### src/rtl/jogo_pkg.sv
// rtl/jogo_pkg.sv - shared screen geometry, coordinate width and enemy state type
package jogo_pkg;

  localparam int LARGURA_TELA = 640;
  localparam int ALTURA_TELA  = 480;
  localparam int LARG_COORD   = 10;

  typedef enum logic {
    INATIVO = 1'b0,
    ATIVO   = 1'b1
  } estado_t;

endpackage

### src/rtl/inimigo.sv
// rtl/inimigo.sv - one enemy ball: FSM, horizontal bounce, ball/ship compares
// INIMIGO_RESPAWN_EN adds the respawn countdown in INATIVO.
module inimigo
  import jogo_pkg::*;
#(
  parameter int X_INI = 80,
  parameter int Y_INI = 100,
  parameter int RAIO  = 5,
  parameter int VEL   = 2
`ifdef INIMIGO_RESPAWN_EN
  ,
  parameter int RESPAWN_TICKS = 200
`endif
) (
  input  logic                  clk,
  input  logic                  rst,
  input  logic                  pausa,
  input  logic                  tick,
  input  logic                  destruir,
  input  logic [LARG_COORD-1:0] x_bola,
  input  logic [LARG_COORD-1:0] y_bola,
  input  logic [LARG_COORD-1:0] raio_bola,
  input  logic [LARG_COORD-1:0] x_nave,
  input  logic [LARG_COORD-1:0] y_nave,
  input  logic [LARG_COORD-1:0] largura_nave,
  input  logic [LARG_COORD-1:0] altura_nave,
  output logic [LARG_COORD-1:0] x,
  output logic [LARG_COORD-1:0] y,
  output logic                  ativo,
  output logic                  pedido_acerto,
  output logic                  contato
);

  localparam logic signed [10:0] R11 = 11'(RAIO);
  localparam logic signed [10:0] V11 = 11'(VEL);
  localparam logic signed [10:0] LIM = 11'(LARGURA_TELA - 1);
  localparam logic signed [11:0] R12 = 12'(RAIO);

  estado_t                 estado_q, estado_d;
  logic [LARG_COORD-1:0]   x_q, x_d;
  logic                    dir_q, dir_d;
  logic signed [10:0]      nx;
  logic signed [11:0]      xe, ye, xb, yb, xn, yn, ln, an;
  logic signed [11:0]      dx, dy, adx, ady, soma;
  logic                    bate_bola, bate_nave;

`ifdef INIMIGO_RESPAWN_EN
  logic [15:0] timer_q, timer_d;
`endif

  assign x     = x_q;
  assign y     = 10'(Y_INI);
  assign ativo = (estado_q == ATIVO);

  // 12-bit signed so ship right/bottom edges (up to 2046) never wrap
  assign xe   = $signed({2'b00, x_q});
  assign ye   = $signed(12'(Y_INI));
  assign xb   = $signed({2'b00, x_bola});
  assign yb   = $signed({2'b00, y_bola});
  assign xn   = $signed({2'b00, x_nave});
  assign yn   = $signed({2'b00, y_nave});
  assign ln   = $signed({2'b00, largura_nave});
  assign an   = $signed({2'b00, altura_nave});
  assign soma = R12 + $signed({2'b00, raio_bola});
  assign dx   = xe - xb;
  assign dy   = ye - yb;
  assign adx  = dx[11] ? -dx : dx;
  assign ady  = dy[11] ? -dy : dy;

  assign bate_bola = (adx < soma) && (ady < soma);
  assign bate_nave = (xe - R12 <= xn + ln) && (xe + R12 >= xn) &&
                     (ye - R12 <= yn + an) && (ye + R12 >= yn);

  assign pedido_acerto = ativo && !pausa && bate_bola;
  assign contato       = ativo && !pausa && bate_nave;

  assign nx = $signed({1'b0, x_q}) + (dir_q ? V11 : -V11);

  always_ff @(posedge clk) begin
    if (rst) begin
      estado_q <= ATIVO;
      x_q      <= 10'(X_INI);
      dir_q    <= 1'b1;
`ifdef INIMIGO_RESPAWN_EN
      timer_q  <= 16'd0;
`endif
    end else begin
      estado_q <= estado_d;
      x_q      <= x_d;
      dir_q    <= dir_d;
`ifdef INIMIGO_RESPAWN_EN
      timer_q  <= timer_d;
`endif
    end
  end

  always_comb begin
    estado_d = estado_q;
    x_d      = x_q;
    dir_d    = dir_q;
`ifdef INIMIGO_RESPAWN_EN
    timer_d  = timer_q;
`endif
    case (estado_q)
      ATIVO: begin
        if (destruir) begin
          estado_d = INATIVO;
`ifdef INIMIGO_RESPAWN_EN
          timer_d  = 16'(RESPAWN_TICKS);
`endif
        end else if (tick) begin
          if (nx - R11 <= 11'sd0) begin
            x_d   = 10'(RAIO);
            dir_d = 1'b1;
          end else if (nx + R11 >= LIM) begin
            x_d   = 10'(LARGURA_TELA - 1 - RAIO);
            dir_d = 1'b0;
          end else begin
            x_d = nx[9:0];
          end
        end
      end
      INATIVO: begin
`ifdef INIMIGO_RESPAWN_EN
        if (tick) begin
          if (timer_q <= 16'd1) begin
            estado_d = ATIVO;
            x_d      = 10'(X_INI);
            dir_d    = 1'b1;
            timer_d  = 16'd0;
          end else begin
            timer_d = timer_q - 16'd1;
          end
        end
`endif
      end
      default: estado_d = ATIVO;
    endcase
  end

endmodule

### src/rtl/gerenciador_inimigos.sv
// rtl/gerenciador_inimigos.sv - N bouncing enemies, tick divider, hit priority, score
// INIMIGO_RESPAWN_EN enables respawn of destroyed enemies after RESPAWN_TICKS ticks.
module gerenciador_inimigos
  import jogo_pkg::*;
#(
  parameter int N_INIMIGOS   = 4,
  parameter int RAIO_INIMIGO = 5,
  parameter int X0           = 80,
  parameter int Y0           = 100,
  parameter int ESPACO       = 120,
  parameter int VEL          = 2,
  parameter int TICK_DIV     = 500000
`ifdef INIMIGO_RESPAWN_EN
  ,
  parameter int RESPAWN_TICKS = 200
`endif
) (
  input  logic                             CLOCK_50,
  input  logic                             reset,
  input  logic                             pausa,
  input  logic                             reiniciarJogo,
  input  logic [LARG_COORD-1:0]            x_bola,
  input  logic [LARG_COORD-1:0]            y_bola,
  input  logic [LARG_COORD-1:0]            raio_bola,
  input  logic [LARG_COORD-1:0]            x_nave,
  input  logic [LARG_COORD-1:0]            y_nave,
  input  logic [LARG_COORD-1:0]            largura_nave,
  input  logic [LARG_COORD-1:0]            altura_nave,
  output logic [LARG_COORD*N_INIMIGOS-1:0] x_inimigos,
  output logic [LARG_COORD*N_INIMIGOS-1:0] y_inimigos,
  output logic [LARG_COORD*N_INIMIGOS-1:0] raio_inimigos,
  output logic [N_INIMIGOS-1:0]            ativos,
  output logic                             acerto,
  output logic [15:0]                      pontos,
  output logic                             nave_atingida,
  output logic                             fim_onda
);

  localparam int CW = (TICK_DIV > 1) ? $clog2(TICK_DIV) : 1;

  logic                  rst;
  logic [CW-1:0]         cnt;
  logic                  tick;
  logic [N_INIMIGOS-1:0] pedido, grant, contato;

  assign rst  = reset | reiniciarJogo;
  assign tick = !pausa && (cnt == CW'(TICK_DIV - 1));

  always_ff @(posedge CLOCK_50) begin
    if (rst)
      cnt <= '0;
    else if (!pausa)
      cnt <= tick ? '0 : cnt + CW'(1);
  end

  // isolate the lowest requesting enemy; the others keep requesting next cycle
  assign grant = pedido & (~pedido + N_INIMIGOS'(1));

  genvar i;
  generate
    for (i = 0; i < N_INIMIGOS; i++) begin : g_inimigo
      logic [LARG_COORD-1:0] xi, yi;
      inimigo #(
        .X_INI (X0 + i * ESPACO),
        .Y_INI (Y0),
        .RAIO  (RAIO_INIMIGO),
        .VEL   (VEL)
`ifdef INIMIGO_RESPAWN_EN
        ,
        .RESPAWN_TICKS (RESPAWN_TICKS)
`endif
      ) u_inimigo (
        .clk           (CLOCK_50),
        .rst           (rst),
        .pausa         (pausa),
        .tick          (tick),
        .destruir      (grant[i]),
        .x_bola        (x_bola),
        .y_bola        (y_bola),
        .raio_bola     (raio_bola),
        .x_nave        (x_nave),
        .y_nave        (y_nave),
        .largura_nave  (largura_nave),
        .altura_nave   (altura_nave),
        .x             (xi),
        .y             (yi),
        .ativo         (ativos[i]),
        .pedido_acerto (pedido[i]),
        .contato       (contato[i])
      );
      assign x_inimigos[LARG_COORD*i +: LARG_COORD]    = xi;
      assign y_inimigos[LARG_COORD*i +: LARG_COORD]    = yi;
      assign raio_inimigos[LARG_COORD*i +: LARG_COORD] =
        ativos[i] ? LARG_COORD'(RAIO_INIMIGO) : '0;
    end
  endgenerate

  always_ff @(posedge CLOCK_50) begin
    if (rst) begin
      acerto        <= 1'b0;
      pontos        <= 16'd0;
      nave_atingida <= 1'b0;
    end else begin
      acerto <= |pedido;
      if (|pedido && pontos != 16'hFFFF)
        pontos <= pontos + 16'd1;
      if (|contato)
        nave_atingida <= 1'b1;
    end
  end

  assign fim_onda = (ativos == '0);

endmodule

### config.mk
export PLATFORM = sky130hd
export DESIGN_NAME = gerenciador_inimigos
export DESIGN_NICKNAME = d
export VERILOG_FILES = /design/src/rtl/jogo_pkg.sv /design/src/rtl/inimigo.sv /design/src/rtl/gerenciador_inimigos.sv
export SDC_FILE = /design/constraint.sdc
export NUM_CORES = 1
export LEC_CHECK = 0
export ABC_AREA = 1
export BUFFER_PORTS_ARGS = -buffer_cell sky130_fd_sc_hd__buf_2
export CAP_MARGIN = 20
export CORE_MARGIN = 8
export CORE_UTILIZATION = 50
export CTS_BUF_LIST = sky130_fd_sc_hd__clkbuf_2 sky130_fd_sc_hd__clkbuf_4 sky130_fd_sc_hd__clkbuf_8
export DETAILED_ROUTE_END_ITERATION = 10
export PLACE_DENSITY = 0.71
export SLEW_MARGIN = 30
export SYNTH_ARGS = -nofsm -noshare
export SYNTH_HDL_FRONTEND = slang
export SYNTH_SLANG_ARGS = --single-unit
### constraint.sdc
create_clock -name CLOCK_50 -period 5.6 [get_ports CLOCK_50]
set_input_delay 0.56 -clock CLOCK_50 [delete_from_list [all_inputs] [get_ports CLOCK_50]]
set_output_delay 0.56 -clock CLOCK_50 [all_outputs]
set_load 0.02 [all_outputs]
==> results_dict.tcl <==
set metrics [dict create \
    antenna_found_initial 1 \
    nets 3082 \
    min_path_type "register to register" \
    dp_hpwl_um 40200 \
    final_max_slew_viol_count 0 \
    ir_worst_vdd_mv 0.101 \
    root_buffer "clkbuf_8" \
    insertion_delay_ns 0.39 \
    fmax_ghz 0.200 \
    routed_wl_um 49100 \
    ys_seq_area_share_pct 10.6 \
    period_share_pct 89.4 \
    grt_max_degree 36 \
    port_buffers 144 \
    synthCells 2599 \
    synth-main-ff-cell "dfxtp_1" \
    antennaDiodeCount 0 \
    synth_edf_count 0 \
    synth_area_leaders "ha_1 20%, nand2_1 15%, dfxtp_1 11%" \
    num_vias 16986 \
    power_per_cell_area_nw_per_um2 115 \
    cts_buffers 9 \
    drtIter0Drc 1209 \
    syn_avg_cell_area_um2 6.20 \
    gp_congestion 0.940 \
    htreeDepth 3 \
    cts_tree "yes" \
    cp.required_ns 5.89 \
    tns_ns 0 \
    fp.dieH_um 196 \
    cts_sinks 85 \
    finalClockSkew_ns 0.0108 \
    grtUsageTotal_pct 24.8 \
    grt_pass1_vias 15948 \
    drv_cap 0 \
    ys_async_sr_fraction_pct 0 \
    setup_violations 0 \
    syn2layout_area_growth_pct 7.06 \
    grt_overflow 0 \
    dp_slack_ns 0.431 \
    synth_top_cell_area_share_pct 20.1 \
    ant_nets 0 \
    relSlewSlack_pct 36.3 \
    worst_pin_slew_ns 0.949 \
    io_pins 217 \
    finalHoldViolCount 0 \
    routed_via_density 5.40 \
    cp-end-kind "register" \
    cts_max_path_buffers 2 \
    routedWlPerCell_um 15.6 \
    dieArea_um2 38200 \
    drtPass1Iterations 5 \
    post-route-min-period_ns 5.00 \
    status "complete, no violations" \
    initial_core_util_pct 50.9 \
    synthDistinctLibCells 52 \
    final_layout_size_suffix_gt1_share_pct 9.58 \
    crit_type "register to register" \
    drc 0 \
    row_count 65 \
    ys_ff_latch 85 \
    setup_ws_ns 0.595 \
    cp_max_fo 12 \
    core_region_area_um2 31600 \
    post-route-util_pct 54.5 \
    path_clk_slew_ns 0.10 \
    ys.warnings.count 0 \
    synth_area_um2 16100 \
    post_cts_buffers 0 \
    p_leak_nw 9.34 \
    grt_pass1_wl_um 78800 \
    rsz0062_at_grt "no" \
    critical_path_arrival_ns 5.29 \
    yosys.area.top_type "ha_1" \
    crit_path_start_kind "register" \
    die_w_um 196 \
]
-- timing repair --
item                                    CTS  global route
hold buffers                              0             0
endpoints found under the setup margin    0             8
resized for setup                         0             2
-- logic make-up after synthesis --
group	count (synthesis)	share of synthesized area (%)
simple gates	1259	34.5
buf+inv	496	13.6
compound gates	336	11.6
fa+ha+maj	269	21.4
xor+xnor	152	8.26
flops	85	10.6
other cells	2	0.0466
-- cells in the mapped netlist (all sizes together) (12+ instances only) --
cell type / count
xnor2: 42
a31oi: 12
a21oi: 175
nand4: 69
ha: 259
a21o: 12
clkbuf: 12
nor2: 221
nor3: 68
nand3: 169
buf: 92
o21ai: 91
nand3b: 17
xor2: 110
o21bai: 18
dfxtp: 85
nand2: 681
inv: 392
-- where the power goes --
part	total, mW	switching [mW]	internal (mW)	leakage (nW)
clock network	0.526	0.268	0.258	0.108
logic	0.852	0.556	0.296	8.55
registers	0.613	0.00480	0.608	0.686
total	1.99	0.829	1.16	9.34
-- flip-flops by register name, indices dropped and copies added (netlist names) --
name,cells
g_inimigo.u_inimigo.x,40
cnt,19
pontos,16
g_inimigo.u_inimigo.ativo,4
g_inimigo.u_inimigo.dir_q,4
acerto,1
nave_atingida,1
-- worst max-delay path, stage by stage, from the launching register on --
cell,delay [ns]
dfxtp_2,0.42
inv_1,0.14
ha_1,0.16
inv_1,0.08
fa_1,0.39
inv_1,0.10
nor3_1,0.06
nor2_1,0.18
nor2_1,0.07
o21ai_0,0.17
nand2_1,0.12
a21boi_2,0.36
o21ai_0,0.18
xor2_1,0.18
ha_1,0.32
a21o_1,0.18
a21oi_1,0.12
nand2_1,0.06
a21oi_1,0.31
nand3_1,0.22
nand2_1,0.23
inv_2,0.06
nand3_1,0.09
nand2_1,0.08
inv_1,0.25
nand2_1,0.12
o21ai_0,0.17
nor2_1,0.07
-- per-layer routing --
metal | global-route usage, % | part of all wire (%) | vias to the layer above
li1 | - | - | 8610
met1 | 31.7 | 44 | 7684
met2 | 41.8 | 45 | 581
met3 | 3.35 | 6.9 | 109
met4 | 9.77 | 3.7 | 2
met5 | 0 | 0.016 | -
-- worst paths after layout --
check	endpoint	slack (ns)	startpoint	depth (start not counted)
min	nave_atingida$_SDFFE_PP0P_	0.45	nave_atingida$_SDFFE_PP0P_	2
min reg2reg	nave_atingida$_SDFFE_PP0P_	0.45	nave_atingida$_SDFFE_PP0P_	2
max reg2reg	pontos[5]$_SDFFE_PP0P_	0.60	g_inimigo[0].u_inimigo.x[0]$_SDFFE_PP0P_	27
max	pontos[5]$_SDFFE_PP0P_	0.60	g_inimigo[0].u_inimigo.x[0]$_SDFFE_PP0P_	27
-- cell usage in the layout, fill, tap and decap left out, types with 16 or more instances in the layout --
cell type / instances
ha_1: 259
inv_1: 380
o21ai_0: 84
buf_4: 18
nand2_2: 26
buf_2: 144
o21bai_1: 17
nor3_1: 64
nand3b_1: 16
xnor2_1: 42
a21oi_1: 169
nor2_1: 206
nand2_1: 651
nand3_1: 164
dfxtp_1: 84
xor2_1: 110
conb_1: 73
nand4_1: 68
-- metrics by stage --
| stage | instances | power [mW] | hold WS (ns) | area, µm² |
|---|---|---|---|---|
| global placement | 3130 | 1.43 | 0.448 | 17000 |
| finish | 3146 | 1.99 | 0.453 | 17300 |
| CTS | 3146 | 1.99 | 0.462 | 17200 |
| floorplan | 2670 | 1.28 | 0.438 | 16400 |
| detailed placement | 3130 | 1.46 | 0.446 | 17000 |
| global route | 3146 | 2.13 | 0.488 | 17300 |
-- layout make-up --
class                      instances  area (µm²)
clock inverter                     7         104
multi-input combinational       2089       12500
clock buffer                       9         124
sequential                        85        1700
timing repair buffer             162         856
inverter                         392        1470
fill                            3123       14400
tap                              402         503
(Power assumes the default switching activity.)
